### src/rtl/psychic5_objdma_ctrl_if.sv
// Sprite DMA bus bundle: Z80 bus handshake and read path on one side,
// attribute buffer write port on the other.
interface psychic5_objdma_ctrl_if;
  logic        o_BUSRQ_n;
  logic        i_BUSAK_n;
  logic [12:0] o_ADDR;
  logic        o_RD_n;
  logic        o_WR_n;
  logic [7:0]  i_DATA;
  logic [12:0] o_BUF_ADDR;
  logic [7:0]  o_BUF_DATA;
  logic        o_BUF_WE;

  modport master (
    output o_BUSRQ_n, o_ADDR, o_RD_n, o_WR_n, o_BUF_ADDR, o_BUF_DATA, o_BUF_WE,
    input  i_BUSAK_n, i_DATA
  );

  modport slave (
    input  o_BUSRQ_n, o_ADDR, o_RD_n, o_WR_n, o_BUF_ADDR, o_BUF_DATA, o_BUF_WE,
    output i_BUSAK_n, i_DATA
  );
endinterface

### src/rtl/psychic5_objdma_ctrl.sv
// Sprite DMA sequencer: once per frame trigger, borrow the Z80 bus and copy
// the sprite attribute table from main RAM into the attribute buffer.
module psychic5_objdma_ctrl #(
  parameter logic [12:0] SRC_BASE = 13'h1E00,
  parameter int unsigned XFER_LEN = 512,
  parameter int unsigned ACK_TMO  = 255
) (
  input  logic                          i_EMU_MCLK,
  input  logic                          i_EMU_MRST_n,
  input  logic                          i_EMU_CLK6MPCEN_n,
  input  logic                          i_FRAME_TRIG,
  input  logic                          i_HALT,
  psychic5_objdma_ctrl_if.master        bus,
  output logic                          o_BUSY,
  output logic                          o_DONE,
  output logic                          o_OVERRUN,
  output logic                          o_TMO
);

  localparam logic [12:0] LAST_IDX = 13'(XFER_LEN - 1);
  localparam logic [7:0]  TMO_LIM  = 8'(ACK_TMO);

  typedef enum logic [2:0] {S_IDLE, S_REQ, S_RD, S_WR, S_REL} state_t;

  state_t      state_q, state_d;
  logic [12:0] cnt_q, cnt_d;
  logic [7:0]  tmo_q, tmo_d;
  logic [7:0]  bdat_q, bdat_d;
  logic        trig_q;
  logic        done_q, done_d;
  logic        ovr_q, ovr_d;
  logic        tmop_q, tmop_d;
  logic        trig_edge;

  assign trig_edge = i_FRAME_TRIG & ~trig_q;

  // State register, advances only on 6M enable edges
  always_ff @(posedge i_EMU_MCLK or negedge i_EMU_MRST_n) begin
    if (!i_EMU_MRST_n) begin
      state_q <= S_IDLE;
    end else if (!i_EMU_CLK6MPCEN_n) begin
      state_q <= state_d;
    end
  end

  // Byte counter, ack timer, read latch, trigger history and status pulses
  always_ff @(posedge i_EMU_MCLK or negedge i_EMU_MRST_n) begin
    if (!i_EMU_MRST_n) begin
      cnt_q  <= '0;
      tmo_q  <= '0;
      bdat_q <= '1;
      trig_q <= 1'b0;
      done_q <= 1'b0;
      ovr_q  <= 1'b0;
      tmop_q <= 1'b0;
    end else if (!i_EMU_CLK6MPCEN_n) begin
      cnt_q  <= cnt_d;
      tmo_q  <= tmo_d;
      bdat_q <= bdat_d;
      trig_q <= i_FRAME_TRIG;
      done_q <= done_d;
      ovr_q  <= ovr_d;
      tmop_q <= tmop_d;
    end
  end

  // Next-state and datapath update; losing BUSAK_n mid-copy aborts like a timeout
  always_comb begin
    state_d = state_q;
    cnt_d   = cnt_q;
    tmo_d   = tmo_q;
    bdat_d  = bdat_q;
    done_d  = 1'b0;
    tmop_d  = 1'b0;
    ovr_d   = trig_edge && (state_q != S_IDLE);
    case (state_q)
      S_IDLE: begin
        if (trig_edge && !i_HALT) begin
          state_d = S_REQ;
          cnt_d   = '0;
          tmo_d   = '0;
        end
      end
      S_REQ: begin
        if (!bus.i_BUSAK_n) begin
          state_d = S_RD;
        end else begin
          tmo_d = tmo_q + 8'd1;
          if (tmo_d == TMO_LIM) begin
            state_d = S_REL;
            tmop_d  = 1'b1;
          end
        end
      end
      S_RD: begin
        if (bus.i_BUSAK_n) begin
          state_d = S_REL;
          tmop_d  = 1'b1;
        end else begin
          bdat_d  = bus.i_DATA;
          state_d = S_WR;
        end
      end
      S_WR: begin
        if (bus.i_BUSAK_n) begin
          state_d = S_REL;
          tmop_d  = 1'b1;
        end else if (cnt_q == LAST_IDX) begin
          state_d = S_REL;
          done_d  = 1'b1;
        end else begin
          cnt_d   = cnt_q + 13'd1;
          state_d = S_RD;
        end
      end
      S_REL: begin
        if (bus.i_BUSAK_n) begin
          state_d = S_IDLE;
        end
      end
      default: state_d = S_IDLE;
    endcase
  end

  // Strobes decoded from state so an async reset releases the bus at once
  always_comb begin
    bus.o_BUSRQ_n = 1'b1;
    bus.o_RD_n    = 1'b1;
    bus.o_BUF_WE  = 1'b0;
    case (state_q)
      S_REQ: bus.o_BUSRQ_n = 1'b0;
      S_RD: begin
        bus.o_BUSRQ_n = 1'b0;
        bus.o_RD_n    = 1'b0;
      end
      S_WR: begin
        bus.o_BUSRQ_n = 1'b0;
        bus.o_RD_n    = 1'b0;
        bus.o_BUF_WE  = 1'b1;
      end
      default: ;
    endcase
  end

  assign bus.o_ADDR     = SRC_BASE + cnt_q;
  assign bus.o_WR_n     = 1'b1;
  assign bus.o_BUF_ADDR = cnt_q;
  assign bus.o_BUF_DATA = bdat_q;
  assign o_BUSY         = (state_q != S_IDLE);
  assign o_DONE         = done_q;
  assign o_OVERRUN      = ovr_q;
  assign o_TMO          = tmop_q;

endmodule

### src/flat_wrapper.sv
// flat-port wrapper written by rule: the top's interface ports become plain ports
module psychic5_objdma_ctrl_flat 
#(
  parameter logic [12:0] SRC_BASE = 13'h1E00,
  parameter int unsigned XFER_LEN = 512,
  parameter int unsigned ACK_TMO  = 255
)
  (i_EMU_MCLK, i_EMU_MRST_n, i_EMU_CLK6MPCEN_n, i_FRAME_TRIG, i_HALT, o_BUSY, o_DONE, o_OVERRUN, o_TMO, bus_o_BUSRQ_n, bus_o_ADDR, bus_o_RD_n, bus_o_WR_n, bus_o_BUF_ADDR, bus_o_BUF_DATA, bus_o_BUF_WE, bus_i_BUSAK_n, bus_i_DATA);
  psychic5_objdma_ctrl_if bus_i ();
  input  logic i_EMU_MCLK;
  input  logic i_EMU_MRST_n;
  input  logic i_EMU_CLK6MPCEN_n;
  input  logic i_FRAME_TRIG;
  input  logic i_HALT;
  output logic o_BUSY;
  output logic o_DONE;
  output logic o_OVERRUN;
  output logic o_TMO;
  output wire logic [$bits(bus_i.o_BUSRQ_n)-1:0] bus_o_BUSRQ_n;
  output wire logic [$bits(bus_i.o_ADDR)-1:0] bus_o_ADDR;
  output wire logic [$bits(bus_i.o_RD_n)-1:0] bus_o_RD_n;
  output wire logic [$bits(bus_i.o_WR_n)-1:0] bus_o_WR_n;
  output wire logic [$bits(bus_i.o_BUF_ADDR)-1:0] bus_o_BUF_ADDR;
  output wire logic [$bits(bus_i.o_BUF_DATA)-1:0] bus_o_BUF_DATA;
  output wire logic [$bits(bus_i.o_BUF_WE)-1:0] bus_o_BUF_WE;
  input wire logic [$bits(bus_i.i_BUSAK_n)-1:0] bus_i_BUSAK_n;
  input wire logic [$bits(bus_i.i_DATA)-1:0] bus_i_DATA;
  assign bus_o_BUSRQ_n = bus_i.o_BUSRQ_n;
  assign bus_o_ADDR = bus_i.o_ADDR;
  assign bus_o_RD_n = bus_i.o_RD_n;
  assign bus_o_WR_n = bus_i.o_WR_n;
  assign bus_o_BUF_ADDR = bus_i.o_BUF_ADDR;
  assign bus_o_BUF_DATA = bus_i.o_BUF_DATA;
  assign bus_o_BUF_WE = bus_i.o_BUF_WE;
  assign bus_i.i_BUSAK_n = bus_i_BUSAK_n;
  assign bus_i.i_DATA = bus_i_DATA;
  psychic5_objdma_ctrl #(.SRC_BASE(SRC_BASE), .XFER_LEN(XFER_LEN), .ACK_TMO(ACK_TMO)) u_core (.i_EMU_MCLK(i_EMU_MCLK), .i_EMU_MRST_n(i_EMU_MRST_n), .i_EMU_CLK6MPCEN_n(i_EMU_CLK6MPCEN_n), .i_FRAME_TRIG(i_FRAME_TRIG), .i_HALT(i_HALT), .bus(bus_i), .o_BUSY(o_BUSY), .o_DONE(o_DONE), .o_OVERRUN(o_OVERRUN), .o_TMO(o_TMO));
endmodule
### config.mk
export PLATFORM = sky130hd
export DESIGN_NAME = psychic5_objdma_ctrl_flat
export DESIGN_NICKNAME = d
export VERILOG_FILES = /design/src/rtl/psychic5_objdma_ctrl_if.sv /design/src/rtl/psychic5_objdma_ctrl.sv /design/src/flat_wrapper.sv
export SDC_FILE = /design/constraint.sdc
export NUM_CORES = 1
export LEC_CHECK = 0
export ABC_AREA = 1
export BUFFER_PORTS_ARGS = -buffer_cell sky130_fd_sc_hd__buf_2
export CAP_MARGIN = 20
export CORE_MARGIN = 2
export CORE_UTILIZATION = 48
export DETAILED_ROUTE_END_ITERATION = 16
export PLACE_DENSITY = 0.86
export REMOVE_ABC_BUFFERS = 1
export SYNTH_ARGS = -nofsm -noshare
export SYNTH_HDL_FRONTEND = slang
export SYNTH_SLANG_ARGS = --single-unit
### constraint.sdc
create_clock -name i_EMU_MCLK -period 1.6 [get_ports i_EMU_MCLK]
set_input_delay 0.08 -clock i_EMU_MCLK [delete_from_list [all_inputs] [get_ports i_EMU_MCLK]]
set_output_delay 0.08 -clock i_EMU_MCLK [all_outputs]
set_load 0.02 [all_outputs]
# Word-level counts from Yosys, hierarchy flattened

Index checks and enable logic that the tools add are counted.

$add $sub $neg: 3
Bitwise logic cells: 4
Equal/unequal tests: 12
Mux-type cells: 25
Reductions and logical operators: 13

Operators by type and width:

| operator                                                         | number |
|---|---|
| 13-bit two-way mux                                               | 3 |
| 13-bit case mux with 2 select lines                              | 1 |
| 3-bit two-way mux                                                | 7 |
| 8-bit two-way mux                                                | 2 |
| 8-bit case mux with 2 select lines                               | 1 |
| 3-bit case mux with 5 select lines                               | 1 |
| 13-bit by 1-bit adder with 13-bit output, second input constant  | 1 |
| 13-bit adder, first input constant                               | 1 |
| 13-bit by 9-bit == test with 1-bit output, second input constant | 1 |
| 1-bit two-way mux                                                | 9 |
| 8-bit by 1-bit adder with 8-bit output, second input constant    | 1 |
| 8-bit == test, second input constant                             | 1 |
| 2-bit != test, second input constant                             | 4 |
| 4-bit AND reduction                                              | 2 |
| 3-bit by 2-bit == test with 1-bit output, second input constant  | 2 |
| 5-bit AND reduction                                              | 1 |
| 2-bit nonzero test                                               | 2 |
| 3-bit by 1-bit == test with 1-bit output, second input constant  | 1 |
| 3-bit == test, second input constant                             | 1 |
| 3-bit zero test                                                  | 1 |
| 3-bit by 2-bit != test with 1-bit output, second input constant  | 1 |
| 1-bit inverter                                                   | 3 |
| 3-bit AND reduction                                              | 1 |
| 3-bit nonzero test                                               | 1 |
| other kinds (7)                                                  | 8 |

Output and inout port bits: 42
Input port bits: 14
Word-level logic and storage cells: 65
Register bits: 36

# Depth between registers and ports, before layout

Gate-level depths: netlist (run 1).

Depth in word-level cells: 5
Gate-level depth with buffers: 12

# Least setup slack after synthesis (run 1)

No wires, ideal clock.

Path kind: register to register
Start point: register u_core.cnt_q[0] (netlist: u_core.bus.o_BUF_ADDR[0])
End point: register u_core.cnt_q[2] (netlist: u_core.bus.o_BUF_ADDR[2])
Data required time: 1526 ps
Path buffers: 1
Path slack: -137 ps
Library setup time: 74 ps
Stages on the path, launching flop included: 11
Arrival time: 1663 ps
Cells stage by stage: dfrtp_1 ha_1 nand3_2 nor3_4 nand2_2 nand2_2 nand2_2 nand2_4 buf_8 nand2_1 o21ai_2

Cells in the longest elaborated chain, start to end: 4
Elaborated cells between the ends (all ways): 7

RTL lines:

| element                                  | RTL line                    | text |
|---|---|---|
| start, declared                          | psychic5_objdma_ctrl.sv:26  | `logic [12:0] cnt_q, cnt_d;` |
| start signal, assigned                   | psychic5_objdma_ctrl.sv:57  | `cnt_q <= cnt_d;` |
| 13-bit by 1-bit adder with 13-bit output | psychic5_objdma_ctrl.sv:112 | `cnt_d = cnt_q + 13'd1;` |
| 13-bit two-way mux                       | psychic5_objdma_ctrl.sv:108 | `end else if (cnt_q == LAST_IDX) begin` |
| 13-bit two-way mux                       | psychic5_objdma_ctrl.sv:105 | `if (bus.i_BUSAK_n) begin` |
| 13-bit case mux with 2 select lines      | psychic5_objdma_ctrl.sv:76  | `case (state_q)` |

Parallel ways exist; a longest one is shown, timed or not. The select of a mux whose other input is x is not followed.
A chain may end at the register's enable or synchronous reset.

# Worst setup path in the final report (run 1)

Start point: register u_core.tmo_q[1]
End point: register u_core.state_q[1]

Cells in the longest elaborated chain, start to end: 4

RTL lines:

| element                                            | RTL line                   | text |
|---|---|---|
| start, declared                                    | psychic5_objdma_ctrl.sv:27 | `logic [7:0] tmo_q, tmo_d;` |
| start signal, assigned                             | psychic5_objdma_ctrl.sv:58 | `tmo_q <= tmo_d;` |
| 8-bit by 1-bit adder with 8-bit output             | psychic5_objdma_ctrl.sv:88 | `tmo_d = tmo_q + 8'd1;` |
| 8-bit == test                                      | psychic5_objdma_ctrl.sv:89 | `if (tmo_d == TMO_LIM) begin` |
| 3-bit by 2-bit != test with 1-bit output (no line) | -                          |  |
| 4-bit AND reduction (no line)                      | -                          |  |
| end signal, assigned                               | psychic5_objdma_ctrl.sv:42 | `state_q <= state_d;` |
| end, declared                                      | psychic5_objdma_ctrl.sv:25 | `state_t state_q, state_d;` |

No other way between the ends.

==> results of run 1 <==
==> timing repair <==
action | CTS | global route
hold buffers | 1 | 0
gates resized for setup | 3 | 13
setup endpoints to repair | 6 | 29
buffers inserted | 1 | 2
pin swaps | 0 | 3
gates cloned | 0 | 2
endpoints found under the hold margin | 28 | 0
==> kinds of logic after synthesis <==
logic type               count (synthesis)  share of synthesized area [%]
AND/OR/NAND/NOR                        142                           29.7
flip-flops                              36                           41.3
buffers and inverters                   36                           8.68
AO/OA/AOI/OAI                           27                           8.80
XOR/XNOR                                11                           4.37
multiplexers                             8                           4.09
adder cells (fa/ha/maj)                  5                           2.84
other                                    1                          0.170
==> cells in the final DEF (no fill, tap or decap), drive strengths merged <==
cell         count
o41ai            1
nand4            4
xor2            11
nor2            25
dfrtp           28
or2              9
o21a             1
dlygate4sd3      1
o31ai            1
a21oi            1
o22ai            1
o21ai           22
clkinvlp         2
dfstp            8
ha               5
nand3           18
conb             1
mux2             8
clkbuf           6
inv             24
buf             78
nand3b           2
nor3             5
nand2           81
==> area by class of cell <==
cell class | count | area share [%]
inverter | 24 | 3.19
tap | 52 | 2.31
clock inverter | 2 | 0.532
sequential | 36 | 32.3
multi-input combinational | 196 | 42.4
clock buffer | 6 | 2.93
timing repair buffer | 79 | 16.3
==> stage by stage <==
step / setup WS, ns / cell area (um^2)
floorplan: -0.298 / 2100
global placement: 0.0399 / 2600
detailed placement: -0.0401 / 2600
CTS: 0.00134 / 2730
global route: -0.158 / 2820
finish: 0.0232 / 2820
==> worst paths after layout <==
path	to	slack, ns	depth (start not counted)
setup reg to reg	u_core.state_q[1]	0.02	11
min in group asynchronous	u_core.tmo_q[3]	0.35	3
setup / recovery	u_core.state_q[1]	0.02	11
hold reg to reg	u_core.o_OVERRUN	0.46	1
hold / removal	u_core.bus.o_BUF_DATA[7]	0.02	2
max in group asynchronous	u_core.bus.o_BUF_DATA[4]	0.90	3
==> state kept, by name (all words and copies together) (netlist names) <==
signal / flops
u_core.bus.o_BUF_ADDR: 13
u_core.tmo_q: 8
u_core.o_DONE: 1
u_core.o_OVERRUN: 1
u_core.trig_q: 1
u_core.o_TMO: 1
u_core.bus.o_BUF_DATA: 8
u_core.state_q: 3
==> power breakdown <==
group,switching (mW),internal (mW)
Sequential,0.116,1.16
Combinational,0.985,0.594
Clock,0.339,0.348
Total,1.44,2.10
==> routing by layer <==
| metal | routed length [um] | track usage (%) |
|---|---|---|
| met1 | 2030 | 21.9 |
| met2 | 2690 | 35.3 |
| met3 | 223 | 4.78 |
| met4 | 89 | 4.40 |
| met5 | 0 | 0 |
==> results.json, run 1 <==
{
  "post_drt_wl_per_cell_um": 12.8,
  "timing.hold.ws_ns": 0.0195,
  "cts_buffer_depth": 2,
  "numCtsBuffers": 5,
  "yosysSeqAreaShare_pct": 41.3,
  "end_kind": "register",
  "n_fill_cell": 359,
  "drt_iter0_markers": 152,
  "overflow": 0,
  "route.vias.total": 2060,
  "ioPinCount": 56,
  "ys_ff_latch": 36,
  "num_antenna_cells": 0,
  "synthCells": 266,
  "multiInputGateArea_mm2": 0.00119,
  "port_buffers": 54,
  "clk_latency_ns": 0.29,
  "cap_viol_max_count": 0,
  "dieArea_mm2": 0.00515,
  "synth_edf_count": 0,
  "seq_area_um2": 912,
  "avgViaCountPerCell": 5.22,
  "ir_worst_vdd_uv": 1020,
  "cts.sinks": 36,
  "syn_area_per_cell_um2": 8.29,
  "slew_viol_final": 0,
  "grt_pass1_vias": 1858,
  "min_period_over_period_pct": 98.5,
  "cp.required_ns": 1.78,
  "grt_pass1_wl_um": 7760,
  "r2r_start": "u_core.tmo_q[1]",
  "finClkSkew_ns": 0.00259,
  "ys_top_cells_by_area": "dfrtp_1 32%, nand2_1 13%, dfstp_2 9.5%",
  "track_usage_pct": 19.0,
  "nNetsFinal": 361,
  "synth-async-reset-ratio_pct": 100,
  "synth_top_area_share_pct": 31.8,
  "status": "complete, no violations",
  "synth_cell_types": 33,
  "min-delay-start": "bus_i_DATA[7]",
  "placed_cells": 381,
  "cts_max_level": 2,
  "cp_cell_sequence": "buf_4 -> ha_1 -> nand2_1 -> nor2_1 -> nand2_1 -> nor2_1 -> nand3_1 -> nand2_2 -> nand3_2 -> nand2_1 -> nand2_1",
  "p_leak_nw": 1.37,
  "pwr_density_cell_mw_per_mm2": 1260,
  "post-route-util_pct": 64.3,
  "cts_tree": "built",
  "crit_family": "simple AND/OR/NAND/NOR gates",
  "final_cells": 395,
  "synth.most_common_cell": "nand2_1",
  "synth_largest_area_cell": "dfrtp_1",
  "critPathBufInv": 1,
  "cp_max_fo": 4,
  "fin_total_pwr_mw": 3.54,
  "grt_max_degree": 37,
  "worst_ep_arrival_time_ns": 1.76,
  "synth_area_mm2": 0.00220,
  "period_needed_ns": 1.58,
  "setup_tns_ns": 0,
  "crit_start": "u_core.tmo_q[1]",
  "ys_warn_count": 0,
  "cts_root_buf": "clkbuf_8",
  "coreArea_mm2": 0.00438,
  "antenna_found_initial": 0,
  "hold_viol": 0,
  "start_util_pct": 50.3,
  "clkSlewWorstSetupHoldPaths_ns": 0.07,
  "finalSetupViolations": 0,
  "row_count": 24,
  "synth_flop_cell": "dfrtp_1",
  "place_hpwl_um": 3580,
  "gp_congestion": 0.896,
  "syn_to_final_growth_pct": 27.9,
  "die_w_um": 71.8,
  "drc": 0,
  "critPathSlowestCell": "dfrtp_1",
  "min_path_type": "in2reg",
  "setup.worst_path.class": "reg2reg",
  "netlist_top_cells_count": "75 x nand2_1, 28 x dfrtp_1, 22 x nor2_1",
  "cp_common_cell": "nand2_1",
  "max_freq_mhz": 634,
  "cpPeakStageDelay_ns": 0.41,
  "start_kind": "register",
  "wl_um": 5040,
  "fp.dieH_um": 71.8,
  "drtAntennaViolNets": 0,
  "drive_above_1_share_pct": 43.1,
  "drt_first_pass_iters": 4,
  "rsz0062_at_grt": "yes"
}
Note: power is estimated with default switching activity, not from simulation.
==> run 2, diff against run 1 <==
--- a/config.mk
+++ b/config.mk
@@ -5,7 +5,6 @@
 export SDC_FILE = /design/constraint.sdc
 export NUM_CORES = 1
 export LEC_CHECK = 0
-export ABC_AREA = 1
 export BUFFER_PORTS_ARGS = -buffer_cell sky130_fd_sc_hd__buf_2
 export CAP_MARGIN = 20
 export CORE_MARGIN = 2
==> results.json, run 2 <==
{
  "end_kind": "register",
  "grt_pass1_wl_um": 11400,
  "hold_viol": 0,
  "finClkSkew_ns": 0.0107,
  "wl_um": 9190,
  "mostFrequentLayoutCells": "62 x buf_4, 50 x buf_2, 22 x nand2_1, 22 x dfrtp_1, 14 x buf_6",
  "syn_area_per_cell_um2": 9.91,
  "die_w_um": 72.7,
  "met3_length_um": 1070,
  "slew_viol_final": 0,
  "antenna_found_initial": 0,
  "ioPinCount": 56,
  "met2_length_um": 4330,
  "numCtsBuffers": 5,
  "cts_max_level": 2,
  "ir_worst_vdd_uv": 870,
  "drtAntennaViolNets": 0,
  "synthAdderAreaFrac_pct": 2.76,
  "max_freq_mhz": 520,
  "drt_iter0_markers": 349,
  "clkSlewWorstSetupHoldPaths_ns": 0.08,
  "start_kind": "register",
  "cts_root_buf": "clkbuf_8",
  "synth_compound_area_share_pct": 17.8,
  "largest_reg_flops": 13,
  "drt_first_pass_iters": 6,
  "synth.most_common_cell": "dfrtp_1",
  "pwr_density_cell_mw_per_mm2": 1610,
  "synth_xor_xnor_area_share_pct": 1.54,
  "setup.worst_path.class": "reg2reg",
  "status": "finished with violations",
  "finalSetupViolations": 21,
  "clk_latency_ns": 0.30,
  "synthSimpleGateAreaFrac_pct": 22.4,
  "top_layer": "met4",
  "drive_above_1_share_pct": 59.9,
  "grt_pass1_vias": 2249,
  "synth_flop_cell": "dfrtp_1",
  "synth_cell_types": 57,
  "drc": 0,
  "grt_max_degree": 37,
  "cap_viol_max_count": 0,
  "synthCells": 229,
  "place_hpwl_um": 4090,
  "coreArea_mm2": 0.00463,
  "nNetsFinal": 367,
  "fin_total_pwr_mw": 5.73,
  "ys_ff_latch": 36,
  "synth-async-reset-ratio_pct": 100,
  "syn_to_final_growth_pct": 56.9,
  "setup_ws_ns": -0.322,
  "start_util_pct": 49.0,
  "cts_buffer_depth": 2,
  "multiInputGateArea_mm2": 0.00149,
  "wl_met1_um": 3340,
  "cp_max_fo": 11,
  "synth_top_family_by_area": "simple AND/OR/NAND/NOR gates",
  "period_needed_ns": 1.92,
  "violations": "negative setup slack",
  "cts_tree": "built",
  "synth_largest_area_cell": "dfrtp_1",
  "fp.dieH_um": 72.7,
  "route.vias.total": 2639,
  "post-route-util_pct": 76.9,
  "worst_ep_arrival_time_ns": 2.11,
  "cts.sinks": 36,
  "final_common_cell": "buf_4",
  "ys_warn_count": 0,
  "synth_edf_count": 0,
  "synth_top_area_share_pct": 30.9,
  "ys_top_cells_by_area": "dfrtp_1 31%, dfstp_2 9.3%, mux2_2 4.5%",
  "seq_area_um2": 918,
  "synthMuxAreaShare_pct": 8.00,
  "port_buffers": 54,
  "post_drt_wl_per_cell_um": 22.8,
  "cp.required_ns": 1.79,
  "num_antenna_cells": 0,
  "overflow": 0,
  "row_count": 25,
  "yosysSeqAreaShare_pct": 40.2,
  "synth_area_mm2": 0.00227,
  "n_fill_cell": 233,
  "netlist_top_cells_count": "28 x dfrtp_1, 26 x nand2_1, 12 x a21oi_1",
  "dieArea_mm2": 0.00529,
  "min_path_type": "in2reg",
  "min_period_over_period_pct": 120,
  "gp_congestion": 0.880,
  "avgViaCountPerCell": 6.55,
  "track_usage_pct": 27.8,
  "p_leak_nw": 1.62,
  "rsz0062_at_grt": "yes"
}
==> run 2: cell families after synthesis <==
logic type | after synthesis
and+or+nand+nor | 85
DFF | 36
AOI/OAI and AO/OA | 52
buffers and inverters | 29
muxes | 17
other | 1
adders and majority gates | 5
xor gates and xnor gates | 4
==> run 2: critical path, cell delays in order (launching register included) <==
cell	delay, ns
dfrtp_2	0.45
nor3_4	0.27
inv_2	0.13
a21oi_2	0.29
buf_4	0.28
nor2_1	0.10
mux2_4	0.29
==> run 2: repair_timing <==
item,CTS,global route
setup buffers,12,13
resized for setup,40,54
cloned,0,0
endpoints found under the hold margin,28,0
pin swaps,17,20
hold buffers,1,0
endpoints found under the setup margin,30,39
==> run 2: final cells by class <==
cell class	instances	share of cell area, %
Clock buffer	5	1.93
Clock inverter	3	1.20
Inverter	12	1.27
Multi-Input combinational cell	164	41.9
Sequential cell	36	25.8
Tap cell	54	1.90
Timing Repair Buffer	129	25.9
==> run 2: worst paths after layout <==
check / slack, ns / from / to / cells past startpoint
setup / recovery: -0.32 / u_core.state_q[2] / u_core.bus.o_BUF_ADDR[0] / 6
hold / removal: 0.02 / bus_i_DATA[7] / u_core.bus.o_BUF_DATA[7] / 2
setup reg to reg: -0.32 / u_core.state_q[2] / u_core.bus.o_BUF_ADDR[0] / 6
hold reg to reg: 0.53 / u_core.o_OVERRUN / u_core.o_OVERRUN / 2
max in group asynchronous: 0.82 / i_EMU_MRST_n / u_core.tmo_q[3] / 3
min in group asynchronous: 0.41 / i_EMU_MRST_n / u_core.bus.o_BUF_ADDR[0] / 3
==> run 2: per-layer routing <==
| metal | up-vias | global-route usage [%] |
|---|---|---|
| met5 | - | 0 |
| met4 | 0 | 12.3 |
| met3 | 58 | 5.25 |
| met2 | 241 | 47.9 |
| met1 | 1268 | 33.7 |
| li1 | 1072 | - |
==> run 2: power by group <==
part	leakage [nW]	internal, mW	switching, mW	total [mW]
Combinational	1.12	1.51	1.89	3.40
Clock	0.0541	0.461	0.361	0.822
Sequential	0.450	1.25	0.258	1.51
==> run 2: metrics by stage <==
stage / worst slack [ns] / cell area [um^2] / hold slack, ns / cells / TNS (ns)
global placement: -0.407 / 2910 / 0.138 / 373 / -3.78
floorplan: -0.439 / 2150 / -0.216 / 212 / -7.15
finish: -0.322 / 3560 / 0.0179 / 403 / -3.96
CTS: -0.223 / 3270 / 0.0118 / 391 / -3.08
global route: -0.373 / 3560 / 0.0158 / 403 / -5.36
detailed placement: -0.365 / 2910 / 0.147 / 373 / -4.47
==> run 3, diff against run 2 <==
--- a/config.mk
+++ b/config.mk
@@ -7,11 +7,15 @@
 export LEC_CHECK = 0
 export BUFFER_PORTS_ARGS = -buffer_cell sky130_fd_sc_hd__buf_2
 export CAP_MARGIN = 20
+export CELL_PAD_IN_SITES_DETAIL_PLACEMENT = 1
+export CELL_PAD_IN_SITES_GLOBAL_PLACEMENT = 2
 export CORE_MARGIN = 2
-export CORE_UTILIZATION = 48
+export CORE_UTILIZATION = 29
 export DETAILED_ROUTE_END_ITERATION = 16
-export PLACE_DENSITY = 0.86
+export PLACE_DENSITY = 0.85
 export REMOVE_ABC_BUFFERS = 1
+export SETUP_SLACK_MARGIN = 0.3
+export SLEW_MARGIN = 20
 export SYNTH_ARGS = -nofsm -noshare
 export SYNTH_HDL_FRONTEND = slang
 export SYNTH_SLANG_ARGS = --single-unit
==> results.json, run 3 (same netlist as run 2, synthesis figures left out) <==
{
  "status": "finished with violations",
  "violations": "negative setup slack",
  "grt_pass1_vias": 2679,
  "setup.worst_path.class": "reg2reg",
  "drc": 0,
  "drtAntennaViolNets": 0,
  "min_path_type": "in2reg",
  "finClkSkew_ns": 0.0105,
  "die_w_um": 92.4,
  "min-delay-start": "bus_i_DATA[3]",
  "start_util_pct": 29.7,
  "clkSlewWorstSetupHoldPaths_ns": 0.09,
  "cap_viol_max_count": 0,
  "wl_met1_um": 3990,
  "post_drt_wl_per_cell_um": 20.7,
  "nNetsFinal": 386,
  "clk_latency_ns": 0.31,
  "critPathSlowestCell": "or4_4",
  "final_common_cell": "buf_4",
  "grt_max_degree": 20,
  "syn_to_final_growth_pct": 69.3,
  "critPathBufInv": 1,
  "cp.required_ns": 1.79,
  "cp_max_fo": 4,
  "fp.dieH_um": 92.4,
  "grt_pass1_wl_um": 14300,
  "place_hpwl_um": 5110,
  "dieArea_mm2": 0.00855,
  "hold-path-cell-count": 2,
  "coreArea_mm2": 0.00765,
  "track_usage_pct": 21.3,
  "antenna_found_initial": 0,
  "slew_viol_final": 0,
  "cts_tree": "built",
  "p_leak_nw": 1.76,
  "ir_worst_vdd_uv": 399,
  "met2_length_um": 5200,
  "cts_buffer_depth": 2,
  "avgViaCountPerCell": 5.23,
  "cts_root_buf": "clkbuf_8",
  "route.vias.total": 2456,
  "largest_reg_flops": 13,
  "dp_slack_ns": -0.527,
  "setup_tns_ns": -5.71,
  "drt_first_pass_iters": 4,
  "overflow": 0,
  "row_count": 32,
  "hold_end": "u_core.bus.o_BUF_DATA[3]",
  "max_freq_mhz": 523,
  "min_period_over_period_pct": 120,
  "numCtsBuffers": 5,
  "ioPinCount": 56,
  "met3_length_um": 309,
  "drive_above_1_share_pct": 66.0,
  "hold_viol": 0,
  "end_kind": "register",
  "gp_congestion": 0.802,
  "crit_family": "simple AND/OR/NAND/NOR gates",
  "finalSetupViolations": 28,
  "wl_um": 9720,
  "rsz0062_at_grt": "yes",
  "cts.sinks": 36,
  "setup_ws_ns": -0.312,
  "timing.hold.ws_ns": 0.00372,
  "start_kind": "register",
  "cp_cell_sequence": "or4_4 -> o31ai_4 -> buf_4 -> a2111o_1 -> a21oi_2",
  "drt_iter0_markers": 171,
  "reg2reg_to": "u_core.bus.o_BUF_ADDR[3]",
  "mostFrequentLayoutCells": "71 x buf_4, 48 x buf_2, 24 x buf_6",
  "reg2reg_depth": 5,
  "pwr_density_cell_mw_per_mm2": 1550,
  "num_antenna_cells": 0,
  "port_buffers": 54,
  "regToRegSetupSlack_ns": -0.31,
  "cpPeakStageDelay_ns": 0.61,
  "top_layer": "met4",
  "cts_max_level": 2,
  "worst_ep_arrival_time_ns": 2.10,
  "r2r_start": "u_core.bus.o_BUF_ADDR[10]",
  "period_needed_ns": 1.91
}
[run 3: changes by cell type in the layout (fill, tap and decap cells not counted), sizes merged]
cell | previous run | this run
buf | 128 | 147
clkinvlp | 1 | 0
bufinv | 1 | 0
clkinv | 1 | 2
clkbuf | 5 | 6
[run 3: worst max path at each step]
stage / startpoint / endpoint / slack, ns / depth (start not counted)
2_1_floorplan: u_core.bus.o_BUF_ADDR[0] / u_core.bus.o_BUF_ADDR[8] / -0.44 / 5
3_3_place_gp: u_core.bus.o_BUF_ADDR[0] / u_core.bus.o_BUF_ADDR[8] / -0.42 / 7
5_1_grt: u_core.bus.o_BUF_ADDR[10] / u_core.bus.o_BUF_ADDR[10] / -0.35 / 5
3_5_place_dp: u_core.bus.o_BUF_ADDR[0] / u_core.bus.o_BUF_ADDR[8] / -0.53 / 7
6_report: u_core.bus.o_BUF_ADDR[10] / u_core.bus.o_BUF_ADDR[3] / -0.31 / 5
4_1_cts: u_core.bus.o_BUF_ADDR[1] / u_core.bus.o_BUF_ADDR[8] / -0.20 / 8
[run 3: final cells by class]
type | instances | area, um^2
inverter | 12 | 47.5
clock inverter | 2 | 10.0
tap | 102 | 128
fill | 847 | 3810
clock buffer | 6 | 82.6
sequential | 36 | 918
timing repair buffer | 148 | 1120
multi-input combinational | 164 | 1530
[run 3: what timing repair did]
action                                  CTS  global route
pin swaps                                24             9
endpoints found under the setup margin   41            41
endpoints found under the hold margin    10             0
hold buffers                              1             0
resized for setup                        94            34
setup buffers                            25            13
[run 3: metrics by stage]
stage / power, mW / instances / instance area (um^2) / utilization, %
2_1_floorplan: 2.75 / 212 / 2150 / -
3_3_place_gp: 3.82 / 423 / 2970 / 38.9
3_5_place_dp: 3.91 / 423 / 2970 / 38.9
4_1_cts: 5.39 / 457 / 3600 / 47.1
5_1_grt: 6.18 / 470 / 3840 / 50.2
6_report: 5.94 / 470 / 3840 / 50.2
[run 3: power breakdown]
group          switching (mW)  total [mW]  internal [mW]
clock network           0.377       0.721          0.345
registers               0.227        1.47           1.24
logic                    1.99        3.74           1.75
[run 3: routing by layer]
layer	up-vias	global-route usage, %
met5	-	0
met3	21	4.15
met1	1261	23.9
li1	1106	-
met2	68	39.3
met4	0	8.58
